File: src/rtl/flash_ctrl.sv
// flash_ctrl -- bus-side initiator for the on-chip flash word array.
//
// Accepts one read / write / erase request at a time over a valid/ready
// handshake, drives the flash strobes, supervises the flash busy/error
// handshake, read-back-verifies every write and returns one response per
// request.
//
// Ports
//   clk, RST                 clock (rising edge), async active-high reset
//   req_valid/req_ready      request handshake
//   req_op                   00 read, 01 write, 10 erase, 11 illegal
//   req_addr, req_wdata      word address, write data
//   resp_valid/resp_ready    response handshake (held until accepted)
//   resp_rdata               read data (0 for write/erase)
//   resp_err                 0 OK, 1 RANGE, 2 NOT_ERASED, 3 VERIFY,
//                            4 TIMEOUT, 5 BAD_OP
//   f_rd_en/f_wr_en/f_erase_en  registered one-cycle flash strobes
//   f_addr, f_idata          latched address / write data to flash
//   f_odata                  flash read data (cycle after f_rd_en)
//   f_busy                   flash post-write/erase busy pulse
//   f_error                  write-to-non-erased flag (cycle after f_wr_en)
`timescale 1ns/1ps

module flash_ctrl #(
  parameter int unsigned AW           = 12,
  parameter int unsigned DW           = 32,
  parameter int unsigned DEPTH        = 1024,
  parameter int unsigned BUSY_TIMEOUT = 16
) (
  input  logic          clk,
  input  logic          RST,
  input  logic          req_valid,
  output logic          req_ready,
  input  logic [1:0]    req_op,
  input  logic [AW-1:0] req_addr,
  input  logic [DW-1:0] req_wdata,
  output logic          resp_valid,
  input  logic          resp_ready,
  output logic [DW-1:0] resp_rdata,
  output logic [2:0]    resp_err,
  output logic          f_rd_en,
  output logic          f_wr_en,
  output logic          f_erase_en,
  output logic [AW-1:0] f_addr,
  output logic [DW-1:0] f_idata,
  input  logic [DW-1:0] f_odata,
  input  logic          f_busy,
  input  logic          f_error
);

  typedef enum logic [3:0] {
    S_IDLE, S_RD_STB, S_RD_CAP, S_WR_STB, S_WR_CHK, S_BSY_HI, S_BSY_LO,
    S_VF_STB, S_VF_CAP, S_ER_STB, S_RESP
  } state_t;

  typedef enum logic [2:0] {
    E_OK         = 3'd0,
    E_RANGE      = 3'd1,
    E_NOT_ERASED = 3'd2,
    E_VERIFY     = 3'd3,
    E_TIMEOUT    = 3'd4,
    E_BAD_OP     = 3'd5
  } err_t;

  localparam int unsigned    CW       = (BUSY_TIMEOUT < 2) ? 1 : $clog2(BUSY_TIMEOUT + 1);
  localparam logic [CW-1:0]  CNT_LAST = CW'(BUSY_TIMEOUT - 1);

  state_t        r_state;
  state_t        r_ret;        // where BSY_LO goes when the busy pulse ends
  err_t          r_err;
  logic [CW-1:0] r_cnt;
  logic          r_resp_valid;
  logic [DW-1:0] r_rdata;
  logic          r_rd_en;
  logic          r_wr_en;
  logic          r_er_en;
  logic [AW-1:0] r_addr;
  logic [DW-1:0] r_wdata;

  logic          w_in_range;
  logic          w_cnt_done;

  // Compare in 64 bits so a DEPTH that is not representable in AW bits
  // still behaves (every address in range).
  assign w_in_range = 64'(req_addr) < 64'(DEPTH);
  assign w_cnt_done = (r_cnt == CNT_LAST);

  // Combinational so the controller is ready in the very first cycle after
  // RST falls, and never while RST is high.
  assign req_ready  = (r_state == S_IDLE) && !RST;

  assign resp_valid = r_resp_valid;
  assign resp_rdata = r_rdata;
  assign resp_err   = r_err;
  assign f_rd_en    = r_rd_en;
  assign f_wr_en    = r_wr_en;
  assign f_erase_en = r_er_en;
  assign f_addr     = r_addr;
  assign f_idata    = r_wdata;

  always_ff @(posedge clk or posedge RST) begin
    if (RST) begin
      r_state      <= S_IDLE;
      r_ret        <= S_RESP;
      r_err        <= E_OK;
      r_cnt        <= '0;
      r_resp_valid <= 1'b0;
      r_rdata      <= '0;
      r_rd_en      <= 1'b0;
      r_wr_en      <= 1'b0;
      r_er_en      <= 1'b0;
      r_addr       <= '0;
      r_wdata      <= '0;
    end else begin
      // Strobes are set only on the transition into their strobe state,
      // so each is a single-cycle pulse.
      r_rd_en <= 1'b0;
      r_wr_en <= 1'b0;
      r_er_en <= 1'b0;

      case (r_state)
        S_IDLE: begin
          if (req_valid) begin
            r_addr  <= req_addr;
            r_wdata <= req_wdata;
            r_rdata <= '0;
            r_err   <= E_OK;
            if (req_op == 2'b11) begin
              r_err        <= E_BAD_OP;
              r_resp_valid <= 1'b1;
              r_state      <= S_RESP;
            end else if (!w_in_range) begin
              r_err        <= E_RANGE;
              r_resp_valid <= 1'b1;
              r_state      <= S_RESP;
            end else if (req_op == 2'b00) begin
              r_rd_en <= 1'b1;
              r_state <= S_RD_STB;
            end else if (req_op == 2'b01) begin
              r_wr_en <= 1'b1;
              r_state <= S_WR_STB;
            end else begin
              r_er_en <= 1'b1;
              r_state <= S_ER_STB;
            end
          end
        end

        S_RD_STB: r_state <= S_RD_CAP;

        S_RD_CAP: begin
          r_rdata      <= f_odata;
          r_err        <= E_OK;
          r_resp_valid <= 1'b1;
          r_state      <= S_RESP;
        end

        S_WR_STB: r_state <= S_WR_CHK;

        S_WR_CHK: begin
          if (f_error) begin
            r_err        <= E_NOT_ERASED;
            r_resp_valid <= 1'b1;
            r_state      <= S_RESP;
          end else begin
            r_ret   <= S_VF_STB;
            r_cnt   <= '0;
            r_state <= S_BSY_HI;
          end
        end

        S_ER_STB: begin
          r_ret   <= S_RESP;
          r_cnt   <= '0;
          r_state <= S_BSY_HI;
        end

        S_BSY_HI: begin
          if (f_busy) begin
            r_cnt   <= '0;
            r_state <= S_BSY_LO;
          end else if (w_cnt_done) begin
            r_err        <= E_TIMEOUT;
            r_resp_valid <= 1'b1;
            r_state      <= S_RESP;
          end else begin
            r_cnt <= r_cnt + 1'b1;
          end
        end

        S_BSY_LO: begin
          if (!f_busy) begin
            if (r_ret == S_VF_STB) begin
              r_rd_en <= 1'b1;
              r_state <= S_VF_STB;
            end else begin
              r_err        <= E_OK;
              r_resp_valid <= 1'b1;
              r_state      <= S_RESP;
            end
          end else if (w_cnt_done) begin
            r_err        <= E_TIMEOUT;
            r_resp_valid <= 1'b1;
            r_state      <= S_RESP;
          end else begin
            r_cnt <= r_cnt + 1'b1;
          end
        end

        S_VF_STB: r_state <= S_VF_CAP;

        S_VF_CAP: begin
          r_err        <= (f_odata != r_wdata) ? E_VERIFY : E_OK;
          r_resp_valid <= 1'b1;
          r_state      <= S_RESP;
        end

        S_RESP: begin
          if (resp_ready) begin
            r_resp_valid <= 1'b0;
            r_state      <= S_IDLE;
          end
        end

        default: r_state <= S_IDLE;
      endcase
    end
  end

endmodule

File: config.mk
export PLATFORM = sky130hd
export DESIGN_NAME = flash_ctrl
export DESIGN_NICKNAME = d
export VERILOG_FILES = /design/src/rtl/flash_ctrl.sv
export SDC_FILE = /design/constraint.sdc
export NUM_CORES = 1
export LEC_CHECK = 0
export ABC_AREA = 1
export CAP_MARGIN = 30
export CORE_MARGIN = 5
export CORE_UTILIZATION = 40
export DETAILED_ROUTE_END_ITERATION = 10
export GPL_ROUTABILITY_DRIVEN = 1
export PLACE_DENSITY = 0.82
export REMOVE_ABC_BUFFERS = 1
export SLEW_MARGIN = 20
export SYNTH_ARGS = -nofsm -noshare
export SYNTH_HDL_FRONTEND = slang
export SYNTH_SLANG_ARGS = --single-unit
File: constraint.sdc
create_clock -name clk -period 3 [get_ports clk]
set_input_delay 0.75 -clock clk [delete_from_list [all_inputs] [get_ports clk]]
set_output_delay 0.75 -clock clk [all_outputs]
set_load 0.05 [all_outputs]
==> out/metrics.cfg <==
[routing]
ant_nets=0
wire_per_inst_um=15.0
vias_per_cell=4.86
wl_um=13300
vias=4294
dr.pass1.iters=7
drc=0
dr.first_iter.drc_count=324

[power_and_ir_drop]
leakage_nw=3.21
max-vdd-ir-drop_mv=0.648
powerDensity_nw_per_um2=1240

[floorplan]
start_util_pct=41.1
rows=38
die_y_um=116
die_w_um=116
coreArea_um2=10900
die_area_um2=13500
ios=168

[clock_tree]
cts.reportedPaths.clkPinSlew_ps=60
clk_latency_ps=340
cts_buffers=9
cts_resized=0
cts_root_buffer=clkbuf_16
post_cts_buffers=0
clockBufferDepth=2
cts_hold_buffers=0
ctsHtreeMaxLevel=3
clock_sinks=94
cts_tree=done

[layout]
drive_gt1_share_pct=6.73
fin_nets=823
finalInstanceArea_um2=6630
insertedDiodeCount=0
area_delta_synth_final_pct=47.6

[grt]
grt_pass1_wl_um=21100
grt_start_max_net_pins=71
grt_usage_pct=20.1
antenna_found_initial=0
gr-total-overflow=0
first_global_vias=4511

[yosys]
yosysSeqAreaShare_pct=52.4
synthTopCellsByArea=dfrtp_1 52%, nand2_1 21%, xnor2_1 4.5%
synth_edf_count=0
synthCells=573
synthDominantCellAreaShare_pct=51.8
synth.distinct_cells=32
ys_async_sr_fraction_pct=100
synth_area_um2=4490
yosys_warnings=0
ys_ff_latch=94
syn_avg_cell_area_um2=7.84
synth_top_area_cell=dfrtp_1
ys.flop_type=dfrtp_1

[outcome]
outcome=finished, final reports clean

[critical_path]
start_kind=input pin
crit_family=buffers and inverters
slowest_delay_ps=460
critPathKind=in2out
crit_buf_inv=2
end_kind=output pin
critical_path.slowest_cell=clkdlybuf4s50_1
crit_fanout=2
worstPathRequired_ps=2250
arrival_ps=1590
crit_chain=clkdlybuf4s50_1 -> nor2_1 -> buf_12

[place]
placed_area_um2=6320
routabilityCongestion=0.931
hpwl_um=9980
portBuffers=167
pre_cts_ws_ps=619

[sta]
finClkSkew_ps=4.71
slew_headroom_pct=48.2
slew_violations=0
rsz0062_at_grt=no
fin_ws_ps=661
fin_crit_ps=2340
setup_viol=0
hold_violations=0
clock.fmax_mhz=428
period_share_pct=78.0
worst_pin_slew_ps=776

[job]
drv_cap=0

[worst_hold_path]
hp-class=reg2reg

[registers in the layout, indices dropped and copies added, names as in the netlist]
register,cells
f_erase_en,1
r_cnt,5
f_idata,32
resp_valid,1
r_ret,2
resp_err,3
f_rd_en,1
resp_rdata,32
f_wr_en,1
f_addr,12
r_state,4
[area by class of cell]
class	count	area (um^2)
clock buffer	12	256
clock inverter	4	52.6
fill	945	4300
inverter	50	193
multi-input combinational	411	1870
sequential	94	2350
tap	140	175
timing repair buffer	172	1730
[Yosys cell counts, drive strengths merged (2+ instances only)]
cell type	instances
dfrtp	93
nor3	5
o21ai	32
xnor2	23
inv	50
a21oi	6
buf	12
nand2	256
clkbuf	6
nand3	38
nor2	41
nand4	2
[report_power, final]
group / internal (W) / switching [W] / leakage [nW]
registers: 0.00183 / 0.000406 / 1.19
logic: 0.00156 / 0.00322 / 1.87
clock network: 0.000695 / 0.000484 / 0.153
total: 0.00409 / 0.00411 / 3.21
[stage by stage]
stage	cells	hold WS (ps)	TNS, ps	power (W)	utilization [%]
floorplan	555	444	-18320	0.00538	-
global placement	867	452	0	0.00697	57.8
detailed placement	867	458	0	0.00706	57.8
CTS	883	474	0	0.00827	60.7
global route	883	479	0	0.00870	60.7
finish	883	469	0	0.00820	60.7
[tightest hold or removal path: cells and delay by family (launching register included)]
family,cells,cell delay [ps]
flip-flops,1,340
AND/OR/NAND/NOR,2,100
[final timing paths]
path                       slack [ps]              to  cells past startpoint       start
max                               660       req_ready                      3         RST
max reg2reg                       850  resp_rdata[25]                      5  r_state[2]
min                               470       f_addr[2]                      2   f_addr[2]
min reg2reg                       470       f_addr[2]                      2   f_addr[2]
min in group asynchronous         840  resp_rdata[14]                      2         RST
max in group asynchronous        1550        r_ret[3]                      3         RST
[placed cells by master (no fill, tap or decap), drive strengths merged]
cell type,instances
a211oi,1
a21boi,1
a21oi,6
a31oi,1
buf,6
bufinv,1
clkbuf,12
clkdlybuf4s50,166
clkinv,2
dfrtp,93
dfstp,1
ha,1
inv,51
nand2,256
nand3,38
nand4,2
nor2,41
nor3,5
o21a,1
o21ai,32
o221ai,1
or2,1
xnor2,23
xor2,1
[routing by layer]
metal	global-route usage [%]	wire length, um
met2	34.1	6420
met1	24.4	5470
met3	4.23	979
met4	9.67	411
met5	0	0
[kinds of logic (layout without fill, tap and decap cells)]
logic type / count (synthesis) / after routing / share of synthesized area (%)
compound gates: 43 / 43 / 5.32
xor+xnor: 24 / 24 / 4.68
fa+ha+maj: 1 / 1 / 0.278
buf+inv: 68 / 238 / 5.96
flops: 94 / 94 / 52.4
simple gates: 343 / 343 / 31.4
Note: power is estimated with default switching activity, not from simulation.
